<file path="src/rtl/clk_ctrl_pkg.sv">
// -----------------------------------------------------------------------------
// clk_ctrl_pkg
// Shared definitions for the CPU clock-enable controller.
//   mode_t      : operating mode encoding (HALT=0, RUN=1, STEP=2)
//   decode_mode : maps a raw 2-bit mode request onto mode_t; the reserved
//                 code 3 is folded onto HALT so the controller never runs
//                 in an undefined mode.
// -----------------------------------------------------------------------------
package clk_ctrl_pkg;

  typedef enum logic [1:0] {
    MODE_HALT = 2'd0,
    MODE_RUN  = 2'd1,
    MODE_STEP = 2'd2
  } mode_t;

  function automatic mode_t decode_mode(input logic [1:0] code);
    mode_t m;
    case (code)
      2'd1:    m = MODE_RUN;
      2'd2:    m = MODE_STEP;
      default: m = MODE_HALT;  // 0 and the reserved 3
    endcase
    return m;
  endfunction

endpackage : clk_ctrl_pkg

</file>
<file path="src/rtl/clk_ctrl_step_edge.sv">
// -----------------------------------------------------------------------------
// step_edge
// Rising-edge detector for the debug step level. The level is already
// synchronous to clk; this block keeps the previous sample and flags the
// single cycle in which the level goes from 0 to 1.
// Ports:
//   clk        : clock, rising edge
//   rst        : synchronous active-high reset (previous sample cleared)
//   i_step_req : debug step level
//   o_rise     : one-cycle pulse, high while i_step_req=1 and previous=0
// -----------------------------------------------------------------------------
module step_edge
  import clk_ctrl_pkg::*;
(
  input  logic clk,
  input  logic rst,
  input  logic i_step_req,
  output logic o_rise
);

  logic r_step_prev;

  // The previous sample is tracked in every mode, so entering STEP with the
  // level already high does not look like a fresh edge.
  always_ff @(posedge clk) begin
    // NOTE: reset is synchronous here: it is just another input sampled on
    // the clock edge, so it belongs inside the clocked branch, not the list.
    if (rst) begin
      r_step_prev <= 1'b0;
    end else begin
      r_step_prev <= i_step_req;
    end
  end

  assign o_rise = i_step_req & ~r_step_prev;

endmodule : step_edge

</file>
<file path="src/rtl/clk_ctrl.sv">
// -----------------------------------------------------------------------------
// clk_ctrl
// Programmable CPU clock-enable controller. Produces a registered one-cycle
// enable (ce) and a square wave (tick_clk) that toggles with every enable,
// in one of three modes: free-running divide-by-D (RUN), single step on a
// debug request (STEP), or stopped (HALT). Mode and divisor are reloaded
// through a valid/ready handshake that only opens at period boundaries, so
// the core never sees a shortened or stretched period.
// Parameters:
//   DIV_W   : divisor / counter width
//   DEF_DIV : divisor loaded at reset
// Ports:
//   clk       : clock, rising edge
//   rst       : synchronous active-high reset
//   cfg_valid : configuration request (held with its data until accepted)
//   cfg_ready : configuration can be accepted this cycle (combinational)
//   cfg_mode  : requested mode (0=HALT, 1=RUN, 2=STEP, 3=HALT)
//   cfg_div   : requested divisor (0 behaves as 1)
//   step_req  : debug step level, synchronous to clk
//   ce        : registered one-cycle CPU clock enable
//   tick_clk  : registered square wave, toggles in every cycle with ce=1
//   mode      : current mode
// -----------------------------------------------------------------------------
module clk_ctrl
  import clk_ctrl_pkg::*;
#(
  parameter int DIV_W   = 8,
  parameter int DEF_DIV = 16
) (
  input  logic             clk,
  input  logic             rst,
  input  logic             cfg_valid,
  output logic             cfg_ready,
  input  logic [1:0]       cfg_mode,
  input  logic [DIV_W-1:0] cfg_div,
  input  logic             step_req,
  output logic             ce,
  output logic             tick_clk,
  output logic [1:0]       mode
);

  localparam logic [DIV_W-1:0] ONE       = DIV_W'(1);
  localparam logic [DIV_W-1:0] ZERO      = '0;
  localparam logic [DIV_W-1:0] RESET_DIV = DIV_W'(DEF_DIV);

  // ---------------------------------------------------------------------------
  // State
  // ---------------------------------------------------------------------------
  mode_t            r_mode;
  logic [DIV_W-1:0] r_div;
  logic [DIV_W-1:0] r_cnt;
  logic             r_step_pend;
  logic             r_ce;
  logic             r_tick;

  // ---------------------------------------------------------------------------
  // Combinational helpers
  // ---------------------------------------------------------------------------
  logic [DIV_W-1:0] w_deff;
  logic             w_last;
  logic             w_ready;
  logic             w_accept;
  logic             w_ce_nxt;
  logic             w_step_rise;

  step_edge u_step_edge (
    .clk        (clk),
    .rst        (rst),
    .i_step_req (step_req),
    .o_rise     (w_step_rise)
  );

  // A stored divisor of zero behaves exactly like one: enable every cycle.
  assign w_deff = (r_div == ZERO) ? ONE : r_div;

  // Final count of the current period; the RUN enable and the RUN
  // reconfiguration window both hang off this single compare.
  assign w_last = (r_cnt == (w_deff - ONE));

  // NOTE: every signal driven from always_comb gets a default on its first
  // line, so no path through the block can leave it holding a value (latch).
  always_comb begin
    w_ready  = 1'b0;
    w_ce_nxt = 1'b0;
    case (r_mode)
      MODE_HALT: begin
        w_ready  = 1'b1;
        w_ce_nxt = 1'b0;
      end
      MODE_RUN: begin
        w_ready  = w_last;
        w_ce_nxt = w_last;
      end
      MODE_STEP: begin
        w_ready  = ~r_step_pend;
        w_ce_nxt = r_step_pend;
      end
      default: begin
        w_ready  = 1'b1;
        w_ce_nxt = 1'b0;
      end
    endcase
  end

  assign w_accept = cfg_valid & w_ready;

  // ---------------------------------------------------------------------------
  // Mode / counter / step controller
  // The enable is always computed from the mode in force this cycle, so a
  // RUN boundary enable still fires in the cycle after a reconfiguration.
  // ---------------------------------------------------------------------------
  // NOTE: sequential state uses non-blocking assignments so every register
  // samples the pre-edge values, independent of statement order.
  always_ff @(posedge clk) begin
    if (rst) begin
      r_mode      <= MODE_RUN;
      r_div       <= RESET_DIV;
      r_cnt       <= ZERO;
      r_step_pend <= 1'b0;
      r_ce        <= 1'b0;
      r_tick      <= 1'b0;
    end else begin
      r_ce   <= w_ce_nxt;
      r_tick <= r_tick ^ w_ce_nxt;

      case (r_mode)
        MODE_RUN: begin
          r_cnt       <= w_last ? ZERO : (r_cnt + ONE);
          r_step_pend <= 1'b0;
        end
        MODE_STEP: begin
          r_cnt <= ZERO;
          // A pending step is consumed this cycle; an edge arriving in the
          // same cycle is dropped rather than queued behind it.
          r_step_pend <= r_step_pend ? 1'b0 : w_step_rise;
        end
        default: begin
          r_cnt       <= ZERO;
          r_step_pend <= 1'b0;
        end
      endcase

      // Accepted reconfiguration overrides the per-mode counter/step update.
      if (w_accept) begin
        r_mode      <= decode_mode(cfg_mode);
        r_div       <= cfg_div;
        r_cnt       <= ZERO;
        r_step_pend <= 1'b0;
      end
    end
  end

  // ---------------------------------------------------------------------------
  // Outputs
  // ---------------------------------------------------------------------------
  assign cfg_ready = w_ready;
  assign ce        = r_ce;
  assign tick_clk  = r_tick;
  assign mode      = r_mode;

endmodule : clk_ctrl

</file>
<file path="config.mk">
export PLATFORM = sky130hd
export DESIGN_NAME = clk_ctrl
export DESIGN_NICKNAME = d
export VERILOG_FILES = /design/src/rtl/clk_ctrl_pkg.sv /design/src/rtl/clk_ctrl_step_edge.sv /design/src/rtl/clk_ctrl.sv
export SDC_FILE = /design/constraint.sdc
export NUM_CORES = 1
export LEC_CHECK = 0
export ABC_CLOCK_PERIOD_IN_PS = 3300
export CAP_MARGIN = 20
export CORE_UTILIZATION = 54
export CTS_BUF_LIST = sky130_fd_sc_hd__clkbuf_2
export DETAILED_ROUTE_END_ITERATION = 7
export GPL_ROUTABILITY_DRIVEN = 0
export PLACE_DENSITY = 0.81
export SYNTH_ARGS = -nofsm -noshare
export SYNTH_HDL_FRONTEND = slang
export SYNTH_SLANG_ARGS = --single-unit
export TNS_END_PERCENT = 100
</file>
<file path="constraint.sdc">
create_clock -name clk -period 3.3 [get_ports clk]
set_input_delay 0.495 -clock clk [delete_from_list [all_inputs] [get_ports clk]]
set_output_delay 0.495 -clock clk [all_outputs]
set_load 0.005 [all_outputs]
</file>
==> run summary <==
area grow syn2layout: 26.45%
Mapped Nets: 146
vias in the first global route: 1017
antenna cells: 0
origin of the worst min-delay path: mode[1]
commonest non-fill, non-tap cell in the layout: dfxtp_1
largest net degree at the start of global routing: 19
fin. max-slew vios: 0
Avg WL per Cell: 13.38 µm
TritonCTS buffer count: 3
Power, Total: 428.0 µW
maximum vdd ir drop: 0.0003010 V
die area: 2354 µm²
wl on met1: 1074 µm
CTS root buffer: clkbuf_2
WP data required: 2.80 ns
CP endpoint kind: output port
unrepaired setup endpoints after global routing: true
drt pass-1 iters: 4
Worst Hold Class: flop to flop
I/O Buffers: 18
Sink Count: 22
status: finished with violations
metal3 WL: 85 µm
top sig layer: met4
DRC viols: 0
dpl hpwl: 1829 µm
reg-to-reg startpoint: r_div[3]
first-pass GRT wire length: 4174 µm
number of vias per cell: 5.598
worst path arrival time: 2.86 ns
post-cts hold buffer count: 0
Die Wd: 48.52 µm
Mean Syn Cell Area: 9.130 µm²
DRT Wirelength: 2461 µm
Iteration-0 DRC Markers: 18
LEAKAGE: 0.6352 nW
combinational share of power: 0.094
worst slew pin tran: 0.4643 ns
H-Tree Depth: 1
Mapped Cells: 128
Critical Path Start: r_div[3]
initial antenna violation count: 0
IO Pins: 19
mapped cell area: 1169 µm²
final setup violation count: 1
sequential group share of total power: 0.645
Final Cell Area: 1478 µm²
NetSw: 108.0 µW
clock power share: 0.261
pre-CTS setup slack: -0.1791 ns
Sw Share: 0.2523
Cell variety after synth: 36
DR vias: 1030
Pwr Density: 289.7 nW/µm²
Final Hold Fails: 0
violations in the final reports: setup timing
CORE AREA: 2002 µm²
crit path time final: 3.353 ns
synthesized flop and latch total: 22
later-pin clock latency in the skew report: 0.34 ns
Initial Util: 0.5838
P_int: 320.0 µW
Nets: 176
TritonCTS clock tree: yes
Routed Antenna Nets: 0
max frequency: 298.3 MHz
Setup crit start kind: flop
worst-path fanout max: 3
Setup CP Type: flop to output port
Post-DP Area: 1428 µm²
GR Util All Layers: 0.2275
Die Y: 48.52 µm
max cap viols: 0
Max Root-Sink Buffers: 2
Seq/Total Area, Yosys: 0.3769
slew margin rel.: 0.6885
final cycle utilization of the critical path: 1.016
Final WS setup: -0.05257 ns
CTS clk-pin slew, worst paths: 0.21 ns
share of cells above drive strength 1: 0.1529
grt total ovfl: 0
commonest non-fill, non-tap cells in the layout: 20 x dfxtp_1, 18 x nand2_1, 17 x clkdlybuf4s50_1
Ys Warns: 0
Site Rows: 16
met2 wire length: 1252 µm
Final Skew: 0.007403 ns
## per-layer routing
metal | track usage | vias to the layer above
met5 | 0 | -
met4 | 0.09804 | 0
met3 | 0.03459 | 7
met2 | 0.4343 | 22
met1 | 0.2456 | 500
li1 | - | 501
## worst max-delay path, stage by stage, from the launching register on
cell       delay [ns]
dfxtp_2          0.36
or4_4            0.55
nor4_4           0.18
nor2_1           0.09
ha_2             0.21
nor3b_1          0.15
xnor2_1          0.13
a2111oi_2        0.29
nand4_1          0.20
nor2_1           0.13
a211o_1          0.12
buf_2            0.10
## cells in the mapped netlist
cell	count	area [µm²]
nand2b_1	1	6.260
dfxtp_1	22	440.4
o311ai_2	1	16.27
inv_1	5	18.77
nor2b_1	4	25.02
or4_4	1	11.26
o31ai_1	1	7.510
o41ai_2	1	16.27
clkinv_1	1	3.750
nor4_2	1	12.51
nor3b_1	1	7.510
o311ai_1	2	17.52
o32a_1	1	10.01
xor2_1	4	35.03
clkbuf_1	1	3.750
a211o_1	1	8.760
ha_1	4	50.05
o2111ai_1	1	8.760
nor4b_1	1	8.760
nand3_1	3	15.01
nand4_1	2	12.51
and4_1	1	8.760
mux2i_1	10	100.1
mux2_1	1	11.26
nand2_1	18	67.56
xnor2_1	13	113.9
buf_6	1	11.26
nor2_1	15	56.30
o21ai_0	1	5.000
a21oi_1	2	10.01
a2111oi_0	1	8.760
or2_2	1	6.260
o31a_1	1	8.760
and3_1	2	12.51
nand3b_1	1	7.510
nor3_1	1	5.000
## cells by family (layout without fill, tap and decap cells)
group / Yosys count / after routing / share of synthesized area
muxes: 11 / 11 / 0.09529
DFF: 22 / 22 / 0.3769
AOI/OAI and AO/OA: 13 / 13 / 0.1007
adders and majority gates: 4 / 4 / 0.04283
and+or+nand+nor: 53 / 53 / 0.2248
buffers and inverters: 8 / 37 / 0.03211
xor gates and xnor gates: 17 / 17 / 0.1274
## area by class of cell
cell class	count	area, µm²
multi-input cells	98	716.9
repair buffers	27	242.7
fillers	147	524.3
well taps	27	33.78
inverters	6	22.52
clock buffers	3	15.01
clock inverters	1	3.754
flip-flops and latches	22	442.9
## flip-flops by register name, summed over array words and instances (netlist names)
register	count
r_cnt	8
r_div	8
mode	2
ce	1
r_step_pend	1
tick_clk	1
u_step_edge.r_step_prev	1
## per-stage QoR
stage | TNS (ns) | std cells | hold WS (ns) | utilization
floorplan | 0 | 128 | 0.4647 | -
detailed placement | -0.1791 | 179 | 0.4983 | 0.7131
CTS | -0.1266 | 184 | 0.5264 | 0.7375
finish | -0.05257 | 184 | 0.5231 | 0.7381
global route | -0.1883 | 184 | 0.5615 | 0.7381
global placement | -0.04328 | 179 | 0.4872 | 0.7131
## worst paths after layout
path	slack (ns)	cells past startpoint	to
hold reg to reg	0.52	2	mode[1]
hold / removal	0.52	2	mode[1]
setup / recovery	-0.05	11	cfg_ready
setup reg to reg	0.16	11	mode[0]
## power groups by stage
| stage | logic (mW) | clock network (mW) | registers (mW) |
|---|---|---|---|
| after detailed placement | 0.0386 | 0 | 0.281 |
| after global routing | 0.0444 | 0.120 | 0.277 |
| after floorplan | 0.0170 | 0 | 0.279 |
| final | 0.0402 | 0.112 | 0.276 |
| after CTS | 0.0402 | 0.112 | 0.276 |
| after global placement | 0.0367 | 0 | 0.281 |
## timing repair
| item | 4_1_cts | 5_1_grt |
|---|---|---|
| hold endpoints to repair | 0 | 0 |
| resized for setup | 11 | 1 |
| pin swaps | 10 | 5 |
| setup endpoints to repair | 3 | 11 |
| setup buffers | 1 | 0 |
| cloned | 0 | 0 |
Power figures use the tool's default switching activity.
